===== src/rtl/replica_pkg.sv =====
// Shared scheduler types, limits and width helper for the replica-exchange node.
package replica_pkg;

    localparam int unsigned CH_NUM_MAX = 8;
    localparam int unsigned DRAIN_W    = 8;

    typedef enum logic [2:0] {
        ST_IDLE   = 3'd0,
        ST_RUN    = 3'd1,
        ST_DRAIN  = 3'd2,
        ST_EXCH   = 3'd3,
        ST_ROTATE = 3'd4
    } sched_state_t;

    // Selector width per channel; never narrower than one bit.
    function automatic int unsigned ch_log(input int unsigned n);
        return (n <= 2) ? 1 : $clog2(n);
    endfunction

endpackage


===== src/rtl/base_rotator.sv =====
// Maps the rotation offset to per-channel replica base selectors: base_sel[i] = (i + rot) mod CH_NUM.
module base_rotator import replica_pkg::*; #(
    parameter  int unsigned CH_NUM = 2,
    localparam int unsigned CH_LOG = ch_log(CH_NUM)
) (
    input  logic                     clk,
    input  logic                     rst_n,
    input  logic [CH_LOG-1:0]        rot_i,
    output logic [CH_NUM*CH_LOG-1:0] base_sel_o
);

    logic [CH_NUM*CH_LOG-1:0] base_sel_d;
    int unsigned              sum;

    // rot_i is always below CH_NUM, so one conditional subtract is a full modulo.
    always_comb begin
        base_sel_d = '0;
        sum        = 0;
        for (int unsigned i = 0; i < CH_NUM; i++) begin
            sum = i + 32'(rot_i);
            if (sum >= CH_NUM) begin
                sum = sum - CH_NUM;
            end
            base_sel_d[i*CH_LOG +: CH_LOG] = CH_LOG'(sum);
        end
    end

    always_ff @(posedge clk or negedge rst_n) begin
        if (!rst_n) begin
            for (int unsigned i = 0; i < CH_NUM; i++) begin
                base_sel_o[i*CH_LOG +: CH_LOG] <= CH_LOG'(i);
            end
        end else begin
            base_sel_o <= base_sel_d;
        end
    end

endmodule


===== src/rtl/node_sched.sv =====
// Epoch scheduler for one annealing node: run opt channels, drain the pipe, exchange replicas, rotate bases.
module node_sched import replica_pkg::*; #(
    parameter  int unsigned CH_NUM   = 2,
    parameter  int unsigned PIPE_LAT = 8,
    parameter  int unsigned ITER_W   = 16,
    localparam int unsigned CH_LOG   = ch_log(CH_NUM)
) (
    input  logic                     clk,
    input  logic                     reset,
    input  logic                     opt_run,
    input  logic [CH_NUM-1:0]        ch_en,
    input  logic [ITER_W-1:0]        iter_num,
    input  logic                     ex_done,
    output logic [CH_NUM-1:0]        opt_en,
    output logic [CH_NUM*CH_LOG-1:0] base_sel,
    output logic                     ex_start,
    output logic                     ex_parity,
    output logic [ITER_W-1:0]        epoch_cnt,
    output logic                     busy
);

    sched_state_t        state_q, state_d;
    logic [ITER_W-1:0]   iter_q, iter_d;
    logic [DRAIN_W-1:0]  drain_q, drain_d;
    logic [CH_LOG-1:0]   rot_q, rot_d;
    logic                parity_q, parity_d;
    logic [ITER_W-1:0]   epoch_q, epoch_d;
    logic [CH_NUM-1:0]   opt_en_q, opt_en_d;
    logic                ex_start_q, ex_start_d;
    logic                busy_q, busy_d;
    logic                ch_any_c;
    logic [ITER_W-1:0]   iter_last_c;

    assign ch_any_c    = |ch_en;
    assign iter_last_c = (iter_num == '0) ? '0 : iter_num - ITER_W'(1);

    always_comb begin
        state_d  = state_q;
        iter_d   = iter_q;
        drain_d  = drain_q;
        rot_d    = rot_q;
        parity_d = parity_q;
        epoch_d  = epoch_q;
        case (state_q)
            ST_IDLE: begin
                if (opt_run && ch_any_c) begin
                    state_d = ST_RUN;
                    iter_d  = '0;
                end
            end
            ST_RUN: begin
                if (!opt_run || iter_q >= iter_last_c) begin
                    state_d = ST_DRAIN;
                    drain_d = '0;
                end else begin
                    iter_d = iter_q + ITER_W'(1);
                end
            end
            ST_DRAIN: begin
                if (drain_q == DRAIN_W'(PIPE_LAT - 1)) begin
                    state_d = ST_EXCH;
                end else begin
                    drain_d = drain_q + DRAIN_W'(1);
                end
            end
            ST_EXCH: begin
                if (ex_done) begin
                    state_d = ST_ROTATE;
                end
            end
            ST_ROTATE: begin
                rot_d    = (rot_q == CH_LOG'(CH_NUM - 1)) ? '0 : rot_q + CH_LOG'(1);
                parity_d = ~parity_q;
                if (epoch_q != {ITER_W{1'b1}}) begin
                    epoch_d = epoch_q + ITER_W'(1);
                end
                iter_d  = '0;
                state_d = (opt_run && ch_any_c) ? ST_RUN : ST_IDLE;
            end
            default: state_d = ST_IDLE;
        endcase
        // Outputs are precomputed from the next state so they land with it.
        opt_en_d   = (state_d == ST_RUN) ? ch_en : '0;
        ex_start_d = (state_d == ST_EXCH) && (state_q != ST_EXCH);
        busy_d     = (state_d != ST_IDLE);
    end

    always_ff @(posedge clk or negedge reset) begin
        if (!reset) begin
            state_q    <= ST_IDLE;
            iter_q     <= '0;
            drain_q    <= '0;
            rot_q      <= '0;
            parity_q   <= 1'b0;
            epoch_q    <= '0;
            opt_en_q   <= '0;
            ex_start_q <= 1'b0;
            busy_q     <= 1'b0;
        end else begin
            state_q    <= state_d;
            iter_q     <= iter_d;
            drain_q    <= drain_d;
            rot_q      <= rot_d;
            parity_q   <= parity_d;
            epoch_q    <= epoch_d;
            opt_en_q   <= opt_en_d;
            ex_start_q <= ex_start_d;
            busy_q     <= busy_d;
        end
    end

    base_rotator #(
        .CH_NUM (CH_NUM)
    ) u_base_rotator (
        .clk        (clk),
        .rst_n      (reset),
        .rot_i      (rot_d),
        .base_sel_o (base_sel)
    );

    assign opt_en    = opt_en_q;
    assign ex_start  = ex_start_q;
    assign ex_parity = parity_q;
    assign epoch_cnt = epoch_q;
    assign busy      = busy_q;

endmodule


===== config.mk =====
export PLATFORM = sky130hd
export DESIGN_NAME = node_sched
export DESIGN_NICKNAME = d
export VERILOG_FILES = /design/src/rtl/replica_pkg.sv /design/src/rtl/base_rotator.sv /design/src/rtl/node_sched.sv
export SDC_FILE = /design/constraint.sdc
export NUM_CORES = 1
export LEC_CHECK = 0
export BUFFER_PORTS_ARGS = -buffer_cell sky130_fd_sc_hd__buf_2
export CORE_UTILIZATION = 40
export CTS_CLUSTER_DIAMETER = 150
export CTS_CLUSTER_SIZE = 40
export DETAILED_ROUTE_END_ITERATION = 6
export GPL_TIMING_DRIVEN = 0
export SLEW_MARGIN = 20
export SYNTH_ARGS = -nofsm -noshare
export SYNTH_HDL_FRONTEND = slang
export SYNTH_SLANG_ARGS = --single-unit

===== constraint.sdc =====
create_clock -name clk -period 5.6 [get_ports clk]
set_input_delay 0.84 -clock clk [delete_from_list [all_inputs] [get_ports clk]]
set_output_delay 0.84 -clock clk [all_outputs]
set_load 0.005 [all_outputs]

# [Word level (Yosys, flattened, before mapping)]
# Index checks and enable logic that the tools add are counted.
[op_classes] n_reduce_logical=13 eq_ne=13 bitwise_logic=1 magnitude_cmp=3 muxes=18 addsub=8
[op_table] operator="2-to-1 mux 16 bit" n=3
[op_table] operator="case mux 16 bit (3 select lines)" n=1
[op_table] operator="adder 16 x 1 -> 16 bit (second input constant)" n=2
[op_table] operator=">= comparator 16 bit" n=1
[op_table] operator="logical NOT 16 bit" n=1
[op_table] operator="2-to-1 mux 8 bit" n=2
[op_table] operator="!= test 16 bit (second input constant)" n=1
[op_table] operator="case mux 8 bit (2 select lines)" n=1
[op_table] operator="subtractor 16 x 1 -> 16 bit (second input constant)" n=1
[op_table] operator="case mux 3 bit (5 select lines)" n=1
[op_table] operator="2-to-1 mux 3 bit" n=4
[op_table] operator="equality test 3 x 2 -> 1 bit (second input constant)" n=3
[op_table] operator="adder 8 x 1 -> 8 bit (second input constant)" n=1
[op_table] operator="equality test 8 x 3 -> 1 bit (second input constant)" n=1
[op_table] operator="!= test 2 bit (second input constant)" n=4
[op_table] operator="equality test 3 x 1 -> 1 bit (second input constant)" n=2
[op_table] operator="AND reduction 3 bit" n=2
[op_table] operator="nonzero test 3 bit" n=2
[op_table] operator="2-to-1 mux 1 bit" n=5
[op_table] operator="equality test 3 bit (second input constant)" n=1
[op_table] operator="logical NOT 3 bit" n=1
[op_table] operator="!= test 3 x 2 -> 1 bit (second input constant)" n=1
[op_table] operator="adder 1 x 1 -> 2 bit (first input constant)" n=1
[op_table] operator=">= comparator 1 x 2 -> 1 bit (second input constant)" n=1
[op_table] operator="other kinds (11)" n=13
[word_totals] register_bits=51 out_inout_bits=23

# [Longest topological paths before layout]
[logic_depth] depth_word=8 ltp_mapped=15

# [By module]
# Synthesis repeated with hierarchy kept, for this count alone.
[hier_totals] cells_unflattened=336 area_unflattened_um2=3118.0
[by_module_without_submodules] module="node_sched" n_inst=1 area_each_um2=3062.9 seq_area_each_um2=1226.2 cells_each=333
[by_module_without_submodules] module="base_rotator" n_inst=1 area_each_um2=55.1 seq_area_each_um2=51.3 cells_each=3

# [Worst setup path after synthesis]
# No wires, ideal clock.
[synth_timing] kind="input -> register" startpoint="in iter_num[10]" endpoint="reg iter_q[12]" t_required_ns=5.521 path_stages=13 setup_slack_ns=1.682 setup_ns=0.079 arrival_time_ns=3.839 path_cell_list="or4_1 nor4_1 nor2b_1 nand2_1 and2_1 ha_1 nand2b_1 a2111o_1 and3_1 clkbuf_1 buf_2 nor4_1 mux2i_1"
[synth_via] elab_chain_len=6 word_cells_on_any_way=7 cone_classes="1 x add/sub; 1 x order compare; 1 x eq/ne; 1 x mux; 3 x reduce/logical"
[synth_lines] item="from (decl)" line="node_sched.sv:12" text="input logic [ITER_W-1:0] iter_num,"
[synth_lines] item="subtractor 16 x 1 -> 16 bit / logical NOT 16 bit (equally long branches)" line="node_sched.sv:35" text="assign iter_last_c = (iter_num == '0) ? '0 : iter_num - ITER_W'(1);"
[synth_lines] item="2-to-1 mux 16 bit (*)" line="node_sched.sv:35"
[synth_lines] item=">= comparator 16 bit (*)" line="node_sched.sv:52" text="if (!opt_run || iter_q >= iter_last_c) begin"
[synth_lines] item="logical OR 1 bit (*)" line="node_sched.sv:52"
[synth_lines] item="!= test 2 bit (no line) (*)"
[synth_lines] item="AND reduction 3 bit (no line) (*)"
[synth_lines] item="to (signal assigned)" line="node_sched.sv:101" text="iter_q <= iter_d;"
[synth_lines] item="to (decl)" line="node_sched.sv:23" text="logic [ITER_W-1:0] iter_q, iter_d;"
# Mark *: on every way between the ends. The rest lies on a longest branch, timed or not.
# A chain may end at the register's enable or synchronous reset.

# [Final worst setup path]
[layout_timing] startpoint="in iter_num[10]" endpoint="reg iter_q[7]"
# The elaborated chain is that of the path after synthesis.

==> metrics <==
number of synthesized flops with an enable pin=0; starting DRC count in detailed routing=a little over 100; number of antenna violations at the first check in global routing=0; post-layout net count=442; synthesized area per cell=9.35 sq um; Placed Instance Area=0.00360 sq mm; Period minus WS final=4.23 ns; cell at the root of the clock tree=sky130_fd_sc_hd__clkbuf_8; synthesized flop and latch total=50; crit path capture type=flop; cells after synthesis=348; Rows=32; Initial Utilization=between 40% and 50%; worst flop-to-flop path endpoint=iter_q[7]$_DFFE_PN0P_; netlist area before placement=0.00325 sq mm; wire length on met1=3290 um; share of flip-flops with an asynchronous set or reset=100%; Top Metal Used=met4; critical-path cell list=buf_2 > or4_1 > nor4_1 > nor2b_1 > nand2_1 > clkbuf_1 > nand2_1 > ha_1 > a211oi_1 > o211a_1 > nand2b_1 > clkbuf_1 > clkbuf_1 > nor4_1 > mux2i_1; achievable clock frequency=236 MHz; Power Internal=~0.7 mW; total gr overflow=0; vias in the first global route=2609; most frequent cell after synthesis=sky130_fd_sc_hd__nand2_1; worst min-delay path class=flop to flop; Data arrival, critical path=4.46 ns; share of cells above drive strength 1=16.3%; number of gates resized after CTS=0; WP data required=slightly below 6 ns; clock tree from TritonCTS=done; area fraction of the dominant cell type after synthesis=~38%; Hold Buf Count CTS=0; Die Span Y=roughly 92 um; outcome=finished clean; layout overhead on the synthesized area=14.1%; Yosys warning total=0; Min-Delay Startpoint=epoch_cnt[10]$_DFFE_PN0P_; overall die width=between 90 and 100 um; setup repair after global routing missed its margin=false; buffer levels on the longest clock path=2; aggregate global-route resource usage=between 10% and 20%; worst slack on hold paths=around 0.49 ns; worst-path fanout max=10; switching power total=~0.35 mW; Worst Reg-to-Reg Cells=9; number of unique standard cell types used by synthesis=52; Leak=1.73 nW; routed wire length on met3=261 um; Seq pwr share=about 46%; critical-path cell with the highest stage delay=sky130_fd_sc_hd__or4_1; part of the total power dissipated in the clock network=24.5%; Fill cells=780; final critical-path share of the clock period=75.6%; library cell appearing most often on the critical path=sky130_fd_sc_hd__clkbuf_1; type of origin of the critical path=input pin; first-pass iteration count of the detailed router=4; Final Max Slew Viols=0; power per unit of standard cell area=281 mW/mm^2; Avg WL per Cell=13.5 um; commonest cells in the netlist=57 x sky130_fd_sc_hd__nand2_1, 49 x sky130_fd_sc_hd__dfrtp_1, 22 x sky130_fd_sc_hd__xnor2_1; Main synth FF type=sky130_fd_sc_hd__dfrtp_1; slew at the pin with the worst max-slew slack=0.831 ns; post-CTS clock slew at the launch and capture registers of the worst setup and hold paths=0.09 ns; DPL Wire Length=5170 um; Worst VDD drop=0.123 mV; reg-to-reg slack, setup=about 3.0 ns; clock latency on the worst-skew pair=0.30 ns; maximum clock skew at final layout=0.00560 ns; post-CTS setup buffers=0; deepest level of the CTS H-tree=2; crit path kind=input pin to flop; final number of hold-violating endpoints=0; post-detailed-routing wire length=6770 um; Setup TNS=0 ns; net count after synthesis=391; largest stage delay on the critical path=0.56 ns; I/O pin total=45; core area=0.00781 sq mm; floorplan die area=0.00850 sq mm; wire length of the first global-routing pass=11900 um; antenna diode count=0; largest net degree at the start of global routing=51; combinational fraction of design power=29.9%; Max-Slew Margin vs Limit=approximately 45%; number of I/O port buffers=44; number of setup violations in the final report=0; post-route ant nets=0; number of remaining DRC errors=0; number of clock sinks=50; startpoint of the worst-slack reg-to-reg timing path=iter_q[0]$_DFFE_PN0P_; wire length on met2=3120 um; count of cells along the worst hold path=1; drt via density=5.25; share of the yosys chip area belonging to registers=38.5%; Net Sw Frac=33.0%; fin area=approximately 0.0037 sq mm; top post-synthesis cells by area=sky130_fd_sc_hd__dfrtp_1 38%, sky130_fd_sc_hd__ha_1 8.1%, sky130_fd_sc_hd__nand2_1 6.6%, sky130_fd_sc_hd__xnor2_1 5.9%, sky130_fd_sc_hd__mux2i_1 4.6%; placer congestion estimate=0.826; via count=2635; max-capacitance violation count=0; number of CTS-inserted buffers=5; cell taking the most area after synthesis=sky130_fd_sc_hd__dfrtp_1; endpoint of the worst hold path=epoch_cnt[10]$_DFFE_PN0P_
worst max-delay path by stage:
| stage | depth (start not counted) | slack [ns] | endpoint | startpoint |
|---|---|---|---|---|
| 3_5_place_dp | 15 | 1.00 | state_q[0]$_DFF_PN0_ | iter_num[10] |
| 2_1_floorplan | 13 | 1.68 | iter_q[12]$_DFFE_PN0P_ | iter_num[10] |
| 3_3_place_gp | 14 | 1.06 | state_q[0]$_DFF_PN0_ | iter_num[5] |
| 5_1_grt | 15 | 0.92 | state_q[0]$_DFF_PN0_ | iter_num[10] |
| 4_1_cts | 15 | 1.32 | iter_q[12]$_DFFE_PN0P_ | iter_num[10] |
| 6_report | 15 | 1.37 | iter_q[7]$_DFFE_PN0P_ | iter_num[10] |
worst max-delay path: cells and delay by family:
| family | cells | cell delay (ns) |
|---|---|---|
| compound gates | 2 | 0.51 |
| fa+ha+maj | 1 | 0.25 |
| buf+inv | 4 | 0.82 |
| mux | 1 | 0.24 |
| simple gates | 7 | 1.78 |
power by group through the flow:
stage | sequential [mW] | clock (mW) | combinational (mW)
after floorplan | 0.474 | 0 | 0.217
after global placement | 0.482 | 0 | 0.308
after detailed placement | 0.484 | 0 | 0.316
after CTS | 0.477 | 0.262 | 0.317
after global routing | 0.486 | 0.280 | 0.356
final | 0.477 | 0.256 | 0.312
placed cells by master, fill, tap and decap left out, types with 2 or more instances in the layout:
cell / n
sky130_fd_sc_hd__a211o_1: 2
sky130_fd_sc_hd__a21oi_1: 6
sky130_fd_sc_hd__a31oi_2: 2
sky130_fd_sc_hd__and2_1: 2
sky130_fd_sc_hd__and3_1: 11
sky130_fd_sc_hd__buf_2: 46
sky130_fd_sc_hd__buf_4: 2
sky130_fd_sc_hd__clkbuf_1: 7
sky130_fd_sc_hd__clkbuf_8: 5
sky130_fd_sc_hd__dfrtp_1: 49
sky130_fd_sc_hd__ha_1: 21
sky130_fd_sc_hd__inv_1: 7
sky130_fd_sc_hd__mux2_2: 2
sky130_fd_sc_hd__mux2i_1: 15
sky130_fd_sc_hd__nand2_1: 57
sky130_fd_sc_hd__nand2b_1: 19
sky130_fd_sc_hd__nand3_1: 9
sky130_fd_sc_hd__nand3b_1: 2
sky130_fd_sc_hd__nand4_1: 14
sky130_fd_sc_hd__nor2_1: 19
sky130_fd_sc_hd__nor2b_1: 5
sky130_fd_sc_hd__nor3_1: 4
sky130_fd_sc_hd__nor3b_1: 5
sky130_fd_sc_hd__nor4_1: 13
sky130_fd_sc_hd__nor4b_1: 5
sky130_fd_sc_hd__o21a_1: 2
sky130_fd_sc_hd__o21ai_0: 7
sky130_fd_sc_hd__or4_1: 3
sky130_fd_sc_hd__xnor2_1: 22
sky130_fd_sc_hd__xor2_1: 12
sequential cells by signal, summed over array words and instances, names as in the netlist:
signal and cells:
epoch_cnt 16, iter_q 16, drain_q 8, state_q 3
opt_en 2, u_base_rotator.base_sel_o 2, busy 1, ex_parity 1
ex_start 1
layout make-up:
cell class              count  area [sq um]  share of cell area (%)
well taps                 102           128                    3.44
multi-input cells         279          1920                    51.6
clock buffers               6          72.6                    1.95
repair buffers             44           223                    6.00
inverters                   7          26.3                   0.707
flip-flops and latches     50          1250                    33.7
plain buffers              12          60.1                    1.62
clock inverters             2          37.5                    1.01
metrics by stage:
step / setup WS [ns] / total power, mW / instances / util [%]
2_1_floorplan: 1.68 / 0.692 / 348 / -
3_3_place_gp: 1.06 / 0.790 / 494 / 46.1
3_5_place_dp: 1.00 / 0.799 / 494 / 46.2
4_1_cts: 1.32 / 1.06 / 502 / 47.6
5_1_grt: 0.924 / 1.12 / 502 / 47.6
6_report: 1.37 / 1.05 / 502 / 47.6
per-layer routing:
layer / up-vias / GRT usage [%]
li1: 1342 / -
met1: 1219 / 22.3
met2: 66 / 29.4
met3: 8 / 2.99
met4: 0 / 5.60
met5: - / 0
kinds of logic after synthesis:
| kind of cell | Yosys count | share of synthesized area [%] |
|---|---|---|
| xor+xnor | 34 | 9.15 |
| buf+inv | 19 | 2.65 |
| mux | 17 | 5.31 |
| simple gates | 174 | 28.5 |
| compound gates | 33 | 7.88 |
| fa+ha+maj | 21 | 8.07 |
| flops | 50 | 38.5 |
Note: power is estimated with default switching activity, not from simulation.
